--- src/rtl/pipeline_control_pkg.sv ---
// Shared types for the pipeline hazard/stall controller.
package pipeline_control_pkg;

    // Control pair for one pipeline latch. Never drive update and flush together.
    typedef struct packed {
        logic update;
        logic flush;
    } pipe_ctrl_t;

    // Controller states. HALTED can only be left through reset.
    typedef enum logic {
        RUN    = 1'b0,
        HALTED = 1'b1
    } pc_state_t;

    localparam pipe_ctrl_t LATCH_UPDATE = '{update: 1'b1, flush: 1'b0};
    localparam pipe_ctrl_t LATCH_HOLD   = '{update: 1'b0, flush: 1'b0};
    localparam pipe_ctrl_t LATCH_FLUSH  = '{update: 1'b0, flush: 1'b1};

    // True when any of the four latches is being flushed this cycle.
    function automatic logic any_flush(input pipe_ctrl_t a, input pipe_ctrl_t b,
                                       input pipe_ctrl_t c, input pipe_ctrl_t d);
        return a.flush | b.flush | c.flush | d.flush;
    endfunction

endpackage

--- src/rtl/pipeline_control_hazard.sv ---
// Combinational hazard detection and fixed-priority resolution of latch controls.
module pipeline_control_hazard
    import pipeline_control_pkg::*;
#(
    parameter int REG_W = 5
) (
    input  logic             i_ihit,
    input  logic             i_dhit,
    input  logic             i_em_dren,
    input  logic             i_em_dwen,
    input  logic             i_de_mem_to_reg,
    input  logic [REG_W-1:0] i_de_rt,
    input  logic [REG_W-1:0] i_fd_rs,
    input  logic [REG_W-1:0] i_fd_rt,
    input  logic             i_fd_uses_rt,
    input  logic             i_branch_taken_ex,
    input  logic             i_jr_ex,
    input  logic             i_jump_id,
    input  logic             i_de_halt,
    output logic             o_dmem_stall,
    output logic             o_pc_en,
    output pipe_ctrl_t       o_fd,
    output pipe_ctrl_t       o_de,
    output pipe_ctrl_t       o_em,
    output pipe_ctrl_t       o_mw
);

    logic w_lu_haz;

    // Hazard terms; register 0 never creates a load-use dependency.
    always_comb begin
        o_dmem_stall = (i_em_dren | i_em_dwen) & ~i_dhit;
        w_lu_haz     = i_de_mem_to_reg & (i_de_rt != '0) &
                       ((i_de_rt == i_fd_rs) | (i_fd_uses_rt & (i_de_rt == i_fd_rt)));
    end

    // Priority resolution: the first matching condition overrides the free-running defaults.
    always_comb begin
        o_pc_en = i_ihit;
        o_fd    = LATCH_UPDATE;
        o_de    = LATCH_UPDATE;
        o_em    = LATCH_UPDATE;
        o_mw    = LATCH_UPDATE;
        if (o_dmem_stall) begin
            // Hold everything upstream of MEM; bubble WB so the stalled op is not written twice.
            o_pc_en = 1'b0;
            o_fd    = LATCH_HOLD;
            o_de    = LATCH_HOLD;
            o_em    = LATCH_HOLD;
            o_mw    = LATCH_FLUSH;
        end else if (i_de_halt) begin
            o_pc_en = 1'b0;
            o_fd    = LATCH_FLUSH;
            o_de    = LATCH_FLUSH;
        end else if (i_branch_taken_ex | i_jr_ex) begin
            // PC loads the redirect target even without a valid instruction word.
            o_pc_en = 1'b1;
            o_fd    = LATCH_FLUSH;
            o_de    = LATCH_FLUSH;
        end else if (w_lu_haz) begin
            o_pc_en = 1'b0;
            o_fd    = LATCH_HOLD;
            o_de    = LATCH_FLUSH;
        end else if (i_jump_id) begin
            o_pc_en = 1'b1;
            o_fd    = LATCH_FLUSH;
        end else if (!i_ihit) begin
            o_pc_en = 1'b0;
            o_fd    = LATCH_FLUSH;
        end
    end

endmodule

--- src/rtl/pipeline_control.sv ---
// Pipeline stall/flush controller: run/halt state, output gating and performance counters.
module pipeline_control
    import pipeline_control_pkg::*;
#(
    parameter int CNT_W = 32,
    parameter int REG_W = 5
) (
    input  logic             CLK,
    input  logic             nRST,
    input  logic             ihit,
    input  logic             dhit,
    input  logic             em_dren,
    input  logic             em_dwen,
    input  logic             de_mem_to_reg,
    input  logic [REG_W-1:0] de_rt,
    input  logic [REG_W-1:0] fd_rs,
    input  logic [REG_W-1:0] fd_rt,
    input  logic             fd_uses_rt,
    input  logic             branch_taken_ex,
    input  logic             jr_ex,
    input  logic             jump_id,
    input  logic             de_halt,
    input  logic             mw_halt,
    output logic             pc_en,
    output logic             fd_update,
    output logic             fd_flush,
    output logic             de_update,
    output logic             de_flush,
    output logic             em_update,
    output logic             em_flush,
    output logic             mw_update,
    output logic             mw_flush,
    output logic             halted,
    output logic [CNT_W-1:0] stall_cycles,
    output logic [CNT_W-1:0] flush_events
);

    // state  | meaning
    // RUN    | pipeline controls follow the hazard priority rules
    // HALTED | halt retired; all controls low, counters frozen until reset

    pc_state_t        r_state;
    pc_state_t        w_state_nxt;
    logic [CNT_W-1:0] r_stall_cycles;
    logic [CNT_W-1:0] r_flush_events;

    logic       w_dmem_stall;
    logic       w_hz_pc_en;
    pipe_ctrl_t w_hz_fd, w_hz_de, w_hz_em, w_hz_mw;
    logic       w_pc_en;
    pipe_ctrl_t w_fd, w_de, w_em, w_mw;

    pipeline_control_hazard #(
        .REG_W (REG_W)
    ) u_hazard (
        .i_ihit            (ihit),
        .i_dhit            (dhit),
        .i_em_dren         (em_dren),
        .i_em_dwen         (em_dwen),
        .i_de_mem_to_reg   (de_mem_to_reg),
        .i_de_rt           (de_rt),
        .i_fd_rs           (fd_rs),
        .i_fd_rt           (fd_rt),
        .i_fd_uses_rt      (fd_uses_rt),
        .i_branch_taken_ex (branch_taken_ex),
        .i_jr_ex           (jr_ex),
        .i_jump_id         (jump_id),
        .i_de_halt         (de_halt),
        .o_dmem_stall      (w_dmem_stall),
        .o_pc_en           (w_hz_pc_en),
        .o_fd              (w_hz_fd),
        .o_de              (w_hz_de),
        .o_em              (w_hz_em),
        .o_mw              (w_hz_mw)
    );

    // State register.
    always_ff @(posedge CLK or negedge nRST) begin
        if (!nRST) r_state <= RUN;
        else       r_state <= w_state_nxt;
    end

    // Next state; a halt in WB retires only once any data access has completed.
    always_comb begin
        w_state_nxt = r_state;
        if (r_state == RUN && mw_halt && !w_dmem_stall) w_state_nxt = HALTED;
    end

    // Output gating: HALTED forces every control low.
    always_comb begin
        w_pc_en = w_hz_pc_en;
        w_fd    = w_hz_fd;
        w_de    = w_hz_de;
        w_em    = w_hz_em;
        w_mw    = w_hz_mw;
        if (r_state == HALTED) begin
            w_pc_en = 1'b0;
            w_fd    = LATCH_HOLD;
            w_de    = LATCH_HOLD;
            w_em    = LATCH_HOLD;
            w_mw    = LATCH_HOLD;
        end
    end

    // Performance counters, advancing only in RUN and wrapping naturally.
    always_ff @(posedge CLK or negedge nRST) begin
        if (!nRST) begin
            r_stall_cycles <= '0;
            r_flush_events <= '0;
        end else if (r_state == RUN) begin
            if (!w_pc_en) r_stall_cycles <= r_stall_cycles + 1'b1;
            if (any_flush(w_fd, w_de, w_em, w_mw)) r_flush_events <= r_flush_events + 1'b1;
        end
    end

    assign pc_en        = w_pc_en;
    assign fd_update    = w_fd.update;
    assign fd_flush     = w_fd.flush;
    assign de_update    = w_de.update;
    assign de_flush     = w_de.flush;
    assign em_update    = w_em.update;
    assign em_flush     = w_em.flush;
    assign mw_update    = w_mw.update;
    assign mw_flush     = w_mw.flush;
    assign halted       = (r_state == HALTED);
    assign stall_cycles = r_stall_cycles;
    assign flush_events = r_flush_events;

endmodule

--- config.mk ---
export PLATFORM = sky130hd
export DESIGN_NAME = pipeline_control
export DESIGN_NICKNAME = d
export VERILOG_FILES = /design/src/rtl/pipeline_control_pkg.sv /design/src/rtl/pipeline_control_hazard.sv /design/src/rtl/pipeline_control.sv
export SDC_FILE = /design/constraint.sdc
export NUM_CORES = 1
export LEC_CHECK = 0
export BUFFER_PORTS_ARGS = -buffer_cell sky130_fd_sc_hd__clkbuf_2
export CAP_MARGIN = 25
export CORE_ASPECT_RATIO = 0.6
export CORE_MARGIN = 5
export CORE_UTILIZATION = 46
export CTS_CLUSTER_DIAMETER = 150
export DETAILED_ROUTE_END_ITERATION = 8
export HOLD_SLACK_MARGIN = 0.12
export PLACE_DENSITY = 0.86
export SYNTH_ARGS = -nofsm -noshare
export SYNTH_HDL_FRONTEND = slang
export SYNTH_HIERARCHICAL = 1
export SYNTH_SLANG_ARGS = --single-unit
export TNS_END_PERCENT = 50
--- constraint.sdc ---
create_clock -name CLK -period 1.7 [get_ports CLK]
set_clock_uncertainty 0.05 [all_clocks]
set_input_delay 0.255 -clock CLK [delete_from_list [all_inputs] [get_ports CLK]]
set_output_delay 0.255 -clock CLK [all_outputs]
set_load 0.01 [all_outputs]
; ---- Yosys cells after proc, flatten, opt, wreduce, memory -nomap -nowiden
; Index checks and enable logic that the tools add are counted.
[word_totals]
ff_bits = 65
elab_cells = 49
mem_bits_rw = 0
n_memories = 0
romBits = 0
latchBits = 0
[op_classes]
addsub = 2
div_mod_pow = 0
shifts = 0
eq_ne = 2
n_bitwise = 13
mux = 23
order_cmp = 0
reduce_logical = 6
n_mul = 0
[op_table]
columns = cell, n
row1 = "32-bit by 1-bit adder with 32-bit output, second input constant", 2
row2 = 2-bit 2-to-1 mux, 16
row3 = 5-bit equality test, 2
row4 = 1-bit 2-to-1 mux, 7
row5 = 1-bit bitwise OR, 6
row6 = 5-bit nonzero test, 1
row7 = 1-bit AND, 4
row8 = 2-bit AND reduction, 2
row9 = 1-bit NOT, 3
row10 = 1-bit logical AND, 2
row11 = 1-bit zero test, 1

; ---- Logic depth before layout (Yosys ltp)
; Gate-level depths: netlist of the first run.
[depth]
word_depth = 13
ltp_mapped = 11
depth_no_buf = 10

; ---- By module
; Netlist of the first run, hierarchy kept.
[by_module_without_submodules]
columns = mod, area_per_inst_um2, cells_each, instances
row1 = pipeline_control, 3022.9, 269, 1
row2 = pipeline_control_hazard, 267.8, 38, 1

; ---- Worst setup path before layout of the first run
; OpenSTA, ideal clock, no wires.
[synth_timing]
path_type = input -> register
startpoint = input port de_rt[1]
endpoint = register r_flush_events[23], in the netlist flush_events[23]
path_buffers = 1
required_time_ns = 1.523
setup_ns = 0.127
slack_ns = -0.829
arrival_time_ns = 2.352
stages = 9
path_cell_list = or4_1 o21a_2 a31oi_1 nor4_4 nor4b_2 and3_2 buf_6 nand4_1 xnor2_1
[synth_rtl]
columns = element, line_no
row1 = start: declaration, pipeline_control.sv:15  ; input logic [REG_W-1:0] de_rt,
row2 = end signal: assignment, pipeline_control.sv:112  ; if (any_flush(w_fd, w_de, w_em, w_mw)) r_flush_events <= r_flush_events + 1'b1;
row3 = end: declaration, pipeline_control.sv:45  ; logic [CNT_W-1:0] r_flush_events;

==> summary.log, run 1 <==
[outcome] status finished with violations
[outcome] violations in the final reports setup timing
[synth] cell count after synthesis 307
[synth] average instance area after synthesis 10.7 um2
[synth] main flop type after synthesis sky130_fd_sc_hd__dfrtp_1
[cts] Max H-tree Level 3
[timing] maximum clock frequency 457 MHz
[synth] number of distinct standard cells referenced by the synthesized netlist 44
[critical_path] CP Max Fanout 8
[place] post-detailed-placement half-perimeter wirelength 6.40 mm
[route] Total Wirelength 9.43 mm
[final_layout] fraction of final layout cells sized beyond drive strength 1 50.9%
[floorplan] Std-Cell Rows 23
[pwr] leakage dissipation 2.56 nW
[timing] Final TNS setup -22310 ps
[global_route] number of global-route vias before repair 2989
[cts] maximum clock path buffer count 2
[global_route] maximum number of pins on one net before global-route repair 66
[final_layout] Layout Cell Area excl Fill 0.00505 mm2
[route] remaining number of nets flagged by the antenna check after routing 0
[place] post-placement cell area 0.00433 mm2
[pwr] Overall Power 4.40 mW
[critical_path] Top cell by count, worst path sky130_fd_sc_hd__buf_6
[synth] number of enable flip-flop cells after synthesis 0
[synth] flip-flop and latch count after synthesis 65
[global_route] initial antenna violation count 0
[final_layout] leading cell type in the layout, fill and taps excluded sky130_fd_sc_hd__clkbuf_2
[floorplan] overall die height 75.5 um
[pwr] Power Density 870 mW/mm2
[timing] final count of negative-setup-slack endpoints 68
[place] final estimated routing congestion in global placement 0.833
[timing] number of hold violations in the final report 0
[global_route] GRT Residual Overflow 0
[route] count of vias placed by the detailed router 2950
[cts] total number of clock tree sinks 65
[critical_path] worst-path cell with the longest stage delay sky130_fd_sc_hd__or4_4
[synth] Post-Syn Nets 337
[cts] latest clock arrival within the worst-skew pair 330 ps
[route] wire length per cell 16.8 um
[route] router iterations before antenna repair 4
[final_layout] count of inserted antenna diode cells 0
[timing] share of the clock period used by the worst path after layout 129%
[floorplan] area of the die 0.00900 mm2
[final_layout] number of standard cells in the layout, taps in and fillers out 562
[place] Inst Count DP 538
[timing] Final Max Slew Viols 0
[route] Vias/cell 5.25
[route] Remaining DRCs 0
[floorplan] Horiz. Die Dim 119 um
[synth] fraction of synthesis flops using an asynchronous set or reset pin 100%
[global_route] total routing resource utilization after global routing 21.0%
[critical_path] startpoint class of the critical path primary input
[timing] setup repair after global routing missed its margin yes
[global_route] wire length of the first global-routing pass 14.7 mm
[final_layout] utilization after layout 74.1%
[floorplan] initial standard-cell utilization of the core 48.2%
[cts] number of buffers created by CTS 9
[synth] count of warnings emitted by yosys 6
[critical_path] maximum single-stage delay on the critical path 520 ps
[final_layout] area growth from synthesis to layout 53.6%
[synth] share of synthesized area occupied by flip-flops and latches 49.4%
[critical_path] data arrival time of the critical path 2390 ps
[place] total of buffers placed on input and output ports 100
[job] MaxCap Viol Count 0
[critical_path] category of the worst setup path capture point flop
[timing] setup slack after layout -487 ps
[timing] crit path time final 2190 ps
[cts] clock-pin slew of the registers on the worst-case setup and hold paths 50 ps
[critical_path] cells along the critical path buf_6 -> or4_4 -> o21a_4 -> a31oi_4 -> nor4_4 -> buf_6 -> nor3_4 -> nand3_4 -> buf_4 -> nor2_2 -> xor2_1
[cts] CTS tree done
[final_layout] total number of nets in the final design 501
[worst_hold_path] worst min-delay path class flop to flop
[cts] buffer type at the clock tree root sky130_fd_sc_hd__clkbuf_16
[final_layout] top library cells by usage in the layout, fill and taps aside 95 x sky130_fd_sc_hd__clkbuf_2, 64 x sky130_fd_sc_hd__dfrtp_1, 47 x sky130_fd_sc_hd__buf_4
[pwr] IR Drop Worst-Case VDD 562 uV
[floorplan] Core Box Area 0.00682 mm2
[critical_path] critical path required time 1900 ps
[critical_path] classification of the worst setup path primary input to flop
[final_layout] fill cell count 451
[route] number of design-rule violations left by the first detailed-router iteration 174
[synth] Post-Syn Area 0.00329 mm2
[floorplan] number of I/O pins 102
-- layer usage --
metal	part of all wire, %	global-route usage (%)	wire (um)
met3	7.1	6.31	671
met2	48	35.3	4510
met5	0	0	0
met1	43	26.5	4070
met4	1.9	7.32	178
-- final timing paths --
| kind | endpoint | slack [ps] | cells after the start | startpoint |
|---|---|---|---|---|
| min reg2reg | flush_events[31]$_DFFE_PN0P_ | 420 | 1 | flush_events[31]$_DFFE_PN0P_ |
| max in group asynchronous | stall_cycles[12]$_DFFE_PN0P_ | 870 | 3 | nRST |
| min in group asynchronous | flush_events[8]$_DFFE_PN0P_ | 430 | 3 | nRST |
| max reg2reg | stall_cycles[8]$_DFFE_PN0P_ | -90 | 6 | stall_cycles[0]$_DFFE_PN0P_ |
| max | flush_events[16]$_DFFE_PN0P_ | -490 | 11 | de_rt[1] |
| min | flush_events[31]$_DFFE_PN0P_ | 420 | 1 | flush_events[31]$_DFFE_PN0P_ |
-- area by class of cell --
type / count / area (um2) / share of cell area (%)
clock buffers: 13 / 270 / 5.35
clock inverters: 2 / 60.1 / 1.19
inverters: 9 / 33.8 / 0.668
multi-input cells: 227 / 1950 / 38.5
flip-flops and latches: 65 / 1630 / 32.2
well taps: 87 / 109 / 2.15
repair buffers: 159 / 1010 / 19.9
-- kinds of logic (layout without fill, tap and decap cells) --
group	Yosys count	after routing	synth area share, %
xor+xnor	72	72	19.2
other cells	1	1	0.114
simple gates	139	140	24.3
fa+ha+maj	2	2	0.760
flops	65	65	49.4
mux	2	2	0.684
compound gates	10	10	2.85
buf+inv	16	183	2.66
-- worst max-delay path, delay by kind of cell --
| kind | cells | cell delay, ps |
|---|---|---|
| AO/OA/AOI/OAI | 2 | 400 |
| buffers and inverters | 3 | 440 |
| XOR/XNOR | 1 | 140 |
| AND/OR/NAND/NOR | 5 | 1150 |
-- timing repair --
| item | in CTS | in global routing |
|---|---|---|
| hold buffers | 2 | 0 |
| buffers inserted | 5 | 3 |
| pin swaps | 18 | 24 |
| resized for setup | 30 | 39 |
| gates cloned | 1 | 0 |
| endpoints found under the hold margin | 66 | 0 |
| endpoints found under the setup margin | 69 | 71 |
-- registers in the layout, summed over array words and instances (netlist names) --
name	cells
flush_events	32
stall_cycles	32
halted	1
-- synth_stat cells, types with 2 or more instances --
cell type | instances | area share [%]
sky130_fd_sc_hd__nand4_1 | 11 | 2.1
sky130_fd_sc_hd__nor3_1 | 12 | 1.8
sky130_fd_sc_hd__nand3_2 | 2 | 0.61
sky130_fd_sc_hd__and3_1 | 9 | 1.7
sky130_fd_sc_hd__buf_4 | 3 | 0.68
sky130_fd_sc_hd__xnor2_1 | 43 | 11
sky130_fd_sc_hd__and4_1 | 3 | 0.80
sky130_fd_sc_hd__nor3_2 | 2 | 0.61
sky130_fd_sc_hd__nor2b_1 | 9 | 1.7
sky130_fd_sc_hd__nand3_1 | 24 | 3.7
sky130_fd_sc_hd__inv_1 | 9 | 1.0
sky130_fd_sc_hd__nand2_1 | 26 | 3.0
sky130_fd_sc_hd__xor2_1 | 29 | 7.7
sky130_fd_sc_hd__nor2_1 | 24 | 2.7
sky130_fd_sc_hd__a31oi_1 | 2 | 0.38
sky130_fd_sc_hd__and2_1 | 2 | 0.38
sky130_fd_sc_hd__mux2_2 | 2 | 0.68
sky130_fd_sc_hd__ha_1 | 2 | 0.76
sky130_fd_sc_hd__nor4_4 | 3 | 1.9
sky130_fd_sc_hd__dfrtp_1 | 65 | 49
sky130_fd_sc_hd__buf_6 | 2 | 0.68
-- report_power, final --
part	internal (mW)	leakage (nW)	total, mW	switching (mW)
registers	1.63	0.867	1.70	0.0694
logic	0.330	1.53	0.653	0.323
clock network	1.40	0.162	2.04	0.646
total	3.36	2.56	4.40	1.04
-- per-stage QoR --
stage                     hold slack (ps)  worst slack, ps
after floorplan                     -90.6             -679
after global placement                250             -874
after detailed placement              251            -1070
after CTS                             419             -487
after global routing                  445             -576
final                                 418             -487
Power figures use the tool's default switching activity.
==> run 2: changes to the inputs <==
Settings changed: PLACE_DENSITY 0.86 to 0.85.
==> summary.log, run 2 (synthesis gave the netlist of run 1 again) <==
[critical_path] category of the worst setup path capture point output pin [was flop]
[timing] Final Max Slew Viols 0 [unchanged]
[route] count of vias placed by the detailed router 2914 [was 2950]
[global_route] initial antenna violation count 0 [unchanged]
[pwr] power share of the clock group 46.0% [was 46.5%]
[floorplan] overall die height 75.5 um [unchanged]
[cts] maximum clock path buffer count 2 [unchanged]
[critical_path] launching point of the worst reg2reg path flush_events[17]$_DFFE_PN0P_ [was stall_cycles[0]$_DFFE_PN0P_]
[place] total of buffers placed on input and output ports 100 [unchanged]
[critical_path] startpoint class of the critical path primary input [unchanged]
[global_route] number of global-route vias before repair 2955 [was 2989]
[route] router iterations before antenna repair 5 [was 4]
[pwr] Reg power frac 39.9% [was 38.7%]
[timing] Final TNS setup -23410 ps [was -22310 ps]
[place] Inst Count DP 534 [was 538]
[pwr] IR Drop Worst-Case VDD 661 uV [was 562 uV]
[critical_path] CP Max Fanout 3 [was 8]
[timing] setup repair after global routing missed its margin yes [unchanged]
[place] final estimated routing congestion in global placement 0.882 [was 0.833]
[pwr] Int Pwr 3.24 mW [was 3.36 mW]
[critical_path] maximum single-stage delay on the critical path 530 ps [was 520 ps]
[cts] buffer type at the clock tree root sky130_fd_sc_hd__clkbuf_16 [unchanged]
[worst_hold_path] worst min-delay path class primary input to asynchronous set/reset pin [was flop to flop]
[critical_path] cells along the critical path buf_6 -> or4_4 -> o21a_4 -> buf_4 -> a2111oi_4 -> nor2b_1 -> buf_2 [was buf_6 -> or4_4 -> o21a_4 -> a31oi_4 -> nor4_4 -> buf_6 -> nor3_4 -> nand3_4 -> buf_4 -> nor2_2 -> xor2_1]
[floorplan] initial standard-cell utilization of the core 48.2% [unchanged]
[timing] share of the clock period used by the worst path after layout 129% [about the same]
[floorplan] Horiz. Die Dim 119 um [unchanged]
[floorplan] Core Box Area 0.00682 mm2 [unchanged]
[global_route] total routing resource utilization after global routing 21.2% [was 21.0%]
[critical_path] number of cell instances on the worst register-to-register path 5 [was 6]
[place] worst slack, placed -902 ps [was -1070 ps]
[global_route] wire length of the first global-routing pass 14.8 mm [was 14.7 mm]
[critical_path] critical path required time 1390 ps [was 1900 ps]
[cts] Max H-tree Level 3 [unchanged]
[timing] crit path time final 2190 ps [about the same]
[cts] CTS tree done [unchanged]
[cts] total number of clock tree sinks 65 [unchanged]
[route] wire length per cell 17.3 um [was 16.8 um]
[global_route] maximum number of pins on one net before global-route repair 66 [unchanged]
[pwr] net switching power of the design 1.08 mW [was 1.04 mW]
[route] Total Wirelength 9.67 mm [was 9.43 mm]
[critical_path] classification of the worst setup path primary input to output pin [was primary input to flop]
[critical_path] Critical Path Sink fd_update [was flush_events[16]$_DFFE_PN0P_]
[route] Remaining DRCs 0 [unchanged]
[final_layout] fill cell count 453 [was 451]
[pwr] Power Density 846 mW/mm2 [was 870 mW/mm2]
[timing] final count of negative-setup-slack endpoints 69 [was 68]
[critical_path] FF-to-FF setup slack -180 ps [was -90 ps]
[pwr] Sw Share 24.9% [was 23.6%]
[cts] number of buffers created by CTS 9 [unchanged]
[timing] number of hold violations in the final report 0 [unchanged]
[critical_path] data arrival time of the critical path 1890 ps [was 2390 ps]
[outcome] status finished with violations [unchanged]
[floorplan] number of I/O pins 102 [unchanged]
[final_layout] count of inserted antenna diode cells 0 [unchanged]
[final_layout] fraction of final layout cells sized beyond drive strength 1 51.6% [was 50.9%]
[floorplan] Std-Cell Rows 23 [unchanged]
[route] Vias/cell 5.20 [was 5.25]
[route] number of design-rule violations left by the first detailed-router iteration 165 [was 174]
[final_layout] total number of nets in the final design 498 [was 501]
[pwr] Overall Power 4.31 mW [was 4.40 mW]
[critical_path] Critical Path Source de_rt[2] [was de_rt[1]]
[place] post-detailed-placement half-perimeter wirelength 6.36 mm [was 6.40 mm]
[final_layout] area growth from synthesis to layout 55.0% [was 53.6%]
[pwr] Comb pwr share 14.0% [was 14.9%]
[outcome] violations in the final reports setup timing [unchanged]
[global_route] GRT Residual Overflow 0 [unchanged]
[cts] latest clock arrival within the worst-skew pair 330 ps [about the same]
[timing] worst hold slack 424 ps [was 418 ps]
[floorplan] area of the die 0.00900 mm2 [unchanged]
[final_layout] number of standard cells in the layout, taps in and fillers out 560 [was 562]
[critical_path] worst-path cell with the longest stage delay sky130_fd_sc_hd__or4_4 [unchanged]
[critical_path] critical register-to-register path endpoint flush_events[31]$_DFFE_PN0P_ [was stall_cycles[8]$_DFFE_PN0P_]
[timing] setup slack after layout -492 ps [was -487 ps]
[pwr] leakage dissipation 2.64 nW [was 2.56 nW]
[timing] maximum clock frequency 456 MHz [was 457 MHz]
[route] remaining number of nets flagged by the antenna check after routing 0 [unchanged]
[cts] clock-pin slew of the registers on the worst-case setup and hold paths 60 ps [was 50 ps]
[final_layout] top library cells by usage in the layout, fill and taps aside 96 x sky130_fd_sc_hd__clkbuf_2, 65 x sky130_fd_sc_hd__dfrtp_1, 47 x sky130_fd_sc_hd__buf_4 [was 95 x sky130_fd_sc_hd__clkbuf_2, 64 x sky130_fd_sc_hd__dfrtp_1, 47 x sky130_fd_sc_hd__buf_4]
[final_layout] leading cell type in the layout, fill and taps excluded sky130_fd_sc_hd__clkbuf_2 [unchanged]
[job] MaxCap Viol Count 0 [unchanged]
## run 2: worst min path at each step
stage                                  from                            to
6_report                               nRST  flush_events[22]$_DFFE_PN0P_
5_1_grt        stall_cycles[31]$_DFFE_PN0P_  stall_cycles[31]$_DFFE_PN0P_
4_1_cts        flush_events[31]$_DFFE_PN0P_  flush_events[31]$_DFFE_PN0P_
3_5_place_dp                           nRST  flush_events[22]$_DFFE_PN0P_
3_3_place_gp                           nRST  flush_events[12]$_DFFE_PN0P_
2_1_floorplan                          nRST   flush_events[0]$_DFFE_PN0P_
## run 2: layer usage
layer	vias to the layer above	share of wire (%)	wire length (um)	track usage, %
met5	-	0	0	0
met4	0	2.0	195	8.09
met3	17	5.6	543	6.97
met2	96	51	4890	35.9
met1	1434	42	4050	25.8
li1	1367	-	-	-
## run 2: worst max-delay path, delay by kind of cell
family          cells  cell delay [ps]
compound gates      2              540
simple gates        2              690
buf+inv             3              390
## run 2: per-stage QoR
step	instance area (um2)	util, %
finish	5100	74.8
global route	5100	74.8
CTS	4930	72.2
floorplan	3380	-
detailed placement	4310	63.2
global placement	4310	63.2
## run 2: layout make-up
cell class                 instances  area (um2)  share of cell area (%)
clock buffer                      11         243                    4.76
sequential                        65        1630                    31.9
tap                               87         109                    2.13
multi-input combinational        227        2020                    39.6
clock inverter                     5        78.8                    1.55
inverter                           9        33.8                   0.662
timing repair buffer             156         988                    19.4
## run 2: power groups by stage
stage                     Combinational (mW)  Clock, mW  Sequential (mW)
after floorplan                        0.187          0             1.78
after global placement                 0.509          0             1.73
after detailed placement               0.530          0             1.74
after CTS                              0.578       2.02             1.72
after global routing                   0.656       2.09             1.74
final                                  0.606       1.99             1.72
## run 2: timing repair
action	in CTS	in global routing
gates cloned	1	0
pin swaps	33	40
gates resized for setup	42	35
hold buffers	2	0
buffers inserted	7	2
endpoints found under the setup margin	69	69
endpoints found under the hold margin	66	0
